[config.mk]
export PLATFORM = sky130hd
export DESIGN_NAME = avl_data_arbiter
export DESIGN_NICKNAME = d
export VERILOG_FILES = /design/src/rtl/avl_data_arbiter.sv
export SDC_FILE = /design/constraint.sdc
export NUM_CORES = 1
export LEC_CHECK = 0
export ABC_CLOCK_PERIOD_IN_PS = 1900
export CAP_MARGIN = 20
export CORE_MARGIN = 2
export CORE_UTILIZATION = 47
export DETAILED_ROUTE_END_ITERATION = 8
export PLACE_DENSITY = 0.76
export SYNTH_ARGS = -nofsm -noshare
export SYNTH_HDL_FRONTEND = slang
export SYNTH_SLANG_ARGS = --single-unit
[constraint.sdc]
create_clock -name clk -period 1.9 [get_ports clk]
set_input_delay 0.57 -clock clk [delete_from_list [all_inputs] [get_ports clk]]
set_output_delay 0.57 -clock clk [all_outputs]
set_load 0.01 [all_outputs]
[src/rtl/avl_data_arbiter.sv]
// Two-requester Avalon-MM host arbiter: latches data/io start pulses, issues one bus command at a time.
// Optional performance counters are compiled in when AVL_ARB_PERF_EN is defined.
module avl_data_arbiter #(
    parameter int ADDR_W = 30,
    parameter int DATA_W = 32,
    parameter bit RR     = 1'b1
) (
    input  logic              clk,
    input  logic              rst_n,
`ifdef AVL_ARB_PERF_EN
    input  logic              perf_clr,
    output logic [31:0]       perf_data_grants,
    output logic [31:0]       perf_io_grants,
    output logic [31:0]       perf_stall,
`endif
    input  logic              data_start,
    input  logic              data_write,
    input  logic [ADDR_W-1:0] data_addr,
    input  logic [DATA_W-1:0] data_data_wr,
    output logic              data_ready,
    output logic [DATA_W-1:0] data_data_rd,
    input  logic              io_start,
    input  logic              io_write,
    input  logic [ADDR_W-1:0] io_addr,
    input  logic [DATA_W-1:0] io_data_wr,
    output logic              io_ready,
    output logic [DATA_W-1:0] io_data_rd,
    output logic [31:0]       avl_address,
    output logic              avl_read,
    output logic              avl_write,
    output logic [DATA_W-1:0] avl_writedata,
    input  logic [DATA_W-1:0] avl_readdata,
    input  logic              avl_waitrequest
);

    typedef enum logic {IDLE, BUSY} state_t;

    state_t state, state_next;

    logic              data_pend, io_pend;
    logic              data_wr_q, io_wr_q;
    logic [ADDR_W-1:0] data_addr_q, io_addr_q;
    logic [DATA_W-1:0] data_wdata_q, io_wdata_q;

    // Grant of the transaction in flight; after completion it doubles as the round-robin history.
    logic              gnt_io;
    logic              issue, done, pick_io;
    logic              sel_wr;
    logic [ADDR_W-1:0] sel_addr;
    logic [DATA_W-1:0] sel_wdata;

    always_ff @(posedge clk) begin
        if (!rst_n) begin
            state <= IDLE;
        end else begin
            state <= state_next;
        end
    end

    always_comb begin
        state_next = state;
        issue      = 1'b0;
        done       = 1'b0;
        pick_io    = 1'b0;
        case (state)
            IDLE: begin
                if (data_pend || io_pend) begin
                    issue      = 1'b1;
                    state_next = BUSY;
                    if (data_pend && io_pend) begin
                        pick_io = RR ? ~gnt_io : 1'b0;
                    end else begin
                        pick_io = io_pend;
                    end
                end
            end
            BUSY: begin
                if (!avl_waitrequest) begin
                    done       = 1'b1;
                    state_next = IDLE;
                end
            end
            default: state_next = IDLE;
        endcase
    end

    always_comb begin
        sel_wr    = pick_io ? io_wr_q    : data_wr_q;
        sel_addr  = pick_io ? io_addr_q  : data_addr_q;
        sel_wdata = pick_io ? io_wdata_q : data_wdata_q;
    end

    // A start is only taken while the requester has nothing pending or in flight.
    always_ff @(posedge clk) begin
        if (!rst_n) begin
            data_pend    <= 1'b0;
            data_wr_q    <= 1'b0;
            data_addr_q  <= '0;
            data_wdata_q <= '0;
        end else if (data_start && !data_pend) begin
            data_pend    <= 1'b1;
            data_wr_q    <= data_write;
            data_addr_q  <= data_addr;
            data_wdata_q <= data_data_wr;
        end else if (done && !gnt_io) begin
            data_pend    <= 1'b0;
        end
    end

    always_ff @(posedge clk) begin
        if (!rst_n) begin
            io_pend    <= 1'b0;
            io_wr_q    <= 1'b0;
            io_addr_q  <= '0;
            io_wdata_q <= '0;
        end else if (io_start && !io_pend) begin
            io_pend    <= 1'b1;
            io_wr_q    <= io_write;
            io_addr_q  <= io_addr;
            io_wdata_q <= io_data_wr;
        end else if (done && gnt_io) begin
            io_pend    <= 1'b0;
        end
    end

    // Bus command is only loaded on a grant, so it stays frozen across waitrequest.
    always_ff @(posedge clk) begin
        if (!rst_n) begin
            avl_read      <= 1'b0;
            avl_write     <= 1'b0;
            avl_address   <= '0;
            avl_writedata <= '0;
            gnt_io        <= 1'b1;
        end else if (issue) begin
            avl_read      <= ~sel_wr;
            avl_write     <= sel_wr;
            avl_address   <= 32'({sel_addr, 2'b00});
            avl_writedata <= sel_wdata;
            gnt_io        <= pick_io;
        end else if (done) begin
            avl_read      <= 1'b0;
            avl_write     <= 1'b0;
        end
    end

    always_ff @(posedge clk) begin
        if (!rst_n) begin
            data_ready   <= 1'b0;
            io_ready     <= 1'b0;
            data_data_rd <= '0;
            io_data_rd   <= '0;
        end else begin
            data_ready <= done && !gnt_io;
            io_ready   <= done && gnt_io;
            if (done && !avl_write) begin
                if (gnt_io) begin
                    io_data_rd <= avl_readdata;
                end else begin
                    data_data_rd <= avl_readdata;
                end
            end
        end
    end

`ifdef AVL_ARB_PERF_EN
    always_ff @(posedge clk) begin
        if (!rst_n || perf_clr) begin
            perf_data_grants <= '0;
            perf_io_grants   <= '0;
            perf_stall       <= '0;
        end else begin
            if (issue && !pick_io) begin
                perf_data_grants <= perf_data_grants + 32'd1;
            end
            if (issue && pick_io) begin
                perf_io_grants <= perf_io_grants + 32'd1;
            end
            if (state == BUSY && avl_waitrequest) begin
                perf_stall <= perf_stall + 32'd1;
            end
        end
    end
`endif

endmodule

# Yosys cells after proc, flatten, opt, wreduce, memory -nomap -nowiden
# Cells that the tools add are included.
# op_classes
n_div	0
n_addsub	0
mul	0
n_shift	0
n_bitwise	3
order_cmp	0
n_reduce_logical	16
mux	19
eq_ne	0
# op_table
op	count
32-bit two-way mux	1
30-bit two-way mux	1
1-bit two-way mux	16
1-bit logical AND	6
2-bit nonzero test	3
1-bit logical NOT	4
2-bit AND reduction	2
1-bit NOT	3
1-bit case mux with 2 select lines	1
1-bit logical OR	1
# totals
elab_cells	56
output_inout_bits	132
inputBits	163
regBits	260
latch_bits	0
ramBits	0
mem_bits_ro	0
n_memories	0

# Logic depth before layout (Yosys ltp)
# logic_depth
word_depth	7
depth_mapped	6
ltp_nobuf	3

# Worst setup path after synthesis
# Ideal clock, no wire load.
# synth_path
path_type	input port to flip-flop
startpoint	input avl_waitrequest
endpoint	register data_data_rd[10]
t_arrival_ps	1450
cell_stages	5
setup_ps	115
slack_ps	335
n_path_buf	2
required_time_ps	1785
cell_sequence	or4b_4 buf_6 buf_6 nand3_1 o21ai_2
# synth_between
elab_chain_cells	4
# synth_lines
element	line	source
start: declaration	33	input logic avl_waitrequest
1-bit two-way mux	78	if (!avl_waitrequest) begin
1-bit two-way mux	65	case (state)
1-bit logical AND	155	if (done && !avl_write) begin
2-bit AND reduction (no line)	--	
end signal: assignment	159	data_data_rd <= avl_readdata;
end: declaration	21	output logic [DATA_W-1:0] data_data_rd,
# Every way passes these cells.
# A chain may end at the register's enable or synchronous reset.

# Final worst setup path
# layout_path
startpoint	register avl_address[21]
endpoint	output avl_address[21]
# layout_rtl
element	line	source
start: declaration	28	output logic [31:0] avl_address,
start signal: assignment	137	avl_address <= 32'({sel_addr, 2'b00});
# No word-level cell between the ends.

==> impl_metrics.env <==
export IMPL_cp_slowest_cell="dfxtp_1"
export IMPL_drt_first_pass_iters=5
export IMPL_cp_slowest_stage_delay_ns=0.34
export IMPL_max_cap_viol_count=0
export IMPL_cts_tree="done"
export IMPL_yosysUniqueCellTypes=29
export IMPL_async_flop_share_pct=0
export IMPL_cts_sinks=260
export IMPL_hold_viol=0
export IMPL_vias_per_cell=5.47
export IMPL_power_mw=13.6
export IMPL_crit_path_end_kind="output pin"
export IMPL_initial_core_util_pct=47.5
export IMPL_grt_max_degree=93
export IMPL_hold_start="rst_n"
export IMPL_gp_congestion=0.817
export IMPL_p_leak_nw=5.67
export IMPL_ys_seq_area_share_pct=52.7
export IMPL_crit_path_start_kind="flop"
export IMPL_coreArea_mm2=0.0208
export IMPL_vdd_drop_max_mv=0.580
export IMPL_htree_levels=1
export IMPL_timing_rr_start="io_pend$_SDFFE_PN0P_"
export IMPL_totalWireLength_um=30300
export IMPL_clk_pin_slew_ns=0.07
export IMPL_track_usage_pct=26.6
export IMPL_diodes=0
export IMPL_finClkSkew_ns=0.0147
export IMPL_fin_setup_tns_ns=0
export IMPL_numCtsBuffers=26
export IMPL_crit_chain="dlygate4sd2_1"
export IMPL_dpl_hpwl_um=19800
export IMPL_period_needed_ns=1.77
export IMPL_clockRootBuffer="clkbuf_16"
export IMPL_cp_top_family="flip-flops"
export IMPL_hp_class="input port to flop"
export IMPL_status="finished, final reports clean"
export IMPL_crit_type="flop to output pin"
export IMPL_avgSynthCellArea_um2=8.04
export IMPL_setup_viol=0
export IMPL_syn_inst=1230
export IMPL_slew_violations=0
export IMPL_vias=9622
export IMPL_ys_seq_elements=260
export IMPL_synth_flop_cell="dfxtp_1"
export IMPL_final_nets=1629
export IMPL_crit_fanout=2
export IMPL_synth_edf_count=0
export IMPL_drc=0
export IMPL_power_per_cell_area_mw_per_mm2=981
export IMPL_critPathArrivalTime_ns=1.20
export IMPL_fp_dieW_um=149
export IMPL_synthesis_area_mm2=0.00988
export IMPL_rows=53
export IMPL_cts_hold_fix_buffers=0
export IMPL_areaGrowthSynthToFinish_pct=40.4
export IMPL_clockBufferDepth=3
export IMPL_grt_pass1_wl_um=47900
export IMPL_wl_per_cell_um=17.2
export IMPL_cts_setup_buffers=0
export IMPL_io_pins=295
export IMPL_fmax_mhz=566
export IMPL_ys_warnings_count=0
export IMPL_clk_latency_ns=0.52
export IMPL_finalCritPeriodShare_pct=93.0
export IMPL_crit_start="avl_address[21]$_SDFFE_PN0P_"
export IMPL_die_h_um=149
export IMPL_rsz0062_at_grt="false"
export IMPL_grt_overflow=0
export IMPL_drive_gt1_share_pct=8.96
export IMPL_cp_num_buf_inv=1
export IMPL_io_buffer_count=292
export IMPL_die_area_mm2=0.0222
export IMPL_drt_iter0_markers=676
export IMPL_required_ns=1.33
export IMPL_first_global_vias=9272
export IMPL_antenna_found_initial=0
export IMPL_antenna_left=0
==> path summary, 6_finish.rpt <==
path,cells after the start,to,slack [ns]
worst max register to register,4,avl_read$_SDFFE_PN0P_,0.28
worst max-delay path,1,avl_address[21],0.13
worst min register to register,2,data_wdata_q[19]$_SDFFE_PN0P_,0.45
worst min-delay path,3,data_data_rd[27]$_SDFFE_PN0P_,0.43
==> cells by family after synthesis <==
family / share of synthesized area, %
buffers and inverters: 5.62
other: 0.0379
DFF: 52.7
AOI/OAI and AO/OA: 14.9
and+or+nand+nor: 26.8
==> what timing repair did <==
item	4_1_cts	5_1_grt
resized for setup	132	0
endpoints found under the hold margin	0	0
setup endpoints to repair	130	0
==> state kept, by name (all words and copies together) (netlist names), 30 cells and up <==
register	flops
data_addr_q	30
avl_address	30
io_addr_q	30
data_data_rd	32
io_data_rd	32
avl_writedata	32
io_wdata_q	32
data_wdata_q	32
==> routing by layer <==
layer,wire length [um],GRT usage (%),up-vias
li1,-,-,4700
met1,12600,34.1,4478
met2,14400,44.9,386
met3,2460,5.69,58
met4,800,8.33,0
met5,0,0,-
==> cell usage after synthesis, types with 16 or more instances <==
| library cell | instances | area (um2) |
|---|---|---|
| nor4_1 | 62 | 388 |
| dfxtp_1 | 260 | 5200 |
| o21ai_2 | 32 | 280 |
| buf_1 | 16 | 60.1 |
| clkbuf_1 | 77 | 289 |
| a21oi_1 | 129 | 646 |
| buf_2 | 18 | 90.1 |
| nand3_1 | 57 | 285 |
| nand2_1 | 317 | 1190 |
| o21ai_0 | 96 | 480 |
| nor3_1 | 126 | 631 |
==> cell usage in the layout (no fill, tap or decap), types with 2 or more instances in the layout <==
master,count
buf_12,17
clkbuf_16,27
nand2b_1,2
nand3_1,57
inv_1,2
dfxtp_1,258
clkbuf_1,4
clkdlybuf4s50_1,161
buf_4,19
a21oi_1,129
clkbuf_8,4
clkinv_2,9
bufinv_16,3
nor4_1,62
conb_1,2
nor2b_4,2
nand2b_2,2
nand3_2,8
dfxtp_4,2
nand2_1,317
nor2_1,2
o21ai_0,96
nor3_1,126
dlygate4sd2_1,130
o21ai_2,32
==> cell type report <==
class	count	area [um2]
repair buffers	328	3240
well taps	275	344
clock buffers	35	746
fillers	1798	6950
multi-input cells	847	4180
flip-flops and latches	260	5210
clock inverters	12	135
inverters	3	13.8
==> power breakdown <==
part,internal (mW),switching [mW]
combinational,1.00,1.26
sequential,5.86,0.232
clock,3.15,2.11
==> stage by stage <==
stage	worst slack (ns)	instance area (um2)	hold WS (ns)	cells	utilization, %
3_5_place_dp	-0.302	13200	0.446	1713	63.2
2_1_floorplan	0.335	9890	0.436	1231	-
4_1_cts	0.123	13900	0.421	1760	66.6
3_3_place_gp	-0.243	13200	0.442	1713	63.2
6_report	0.134	13900	0.427	1760	66.6
5_1_grt	0.0626	13900	0.438	1760	66.6
Power figures use the tool's default switching activity.
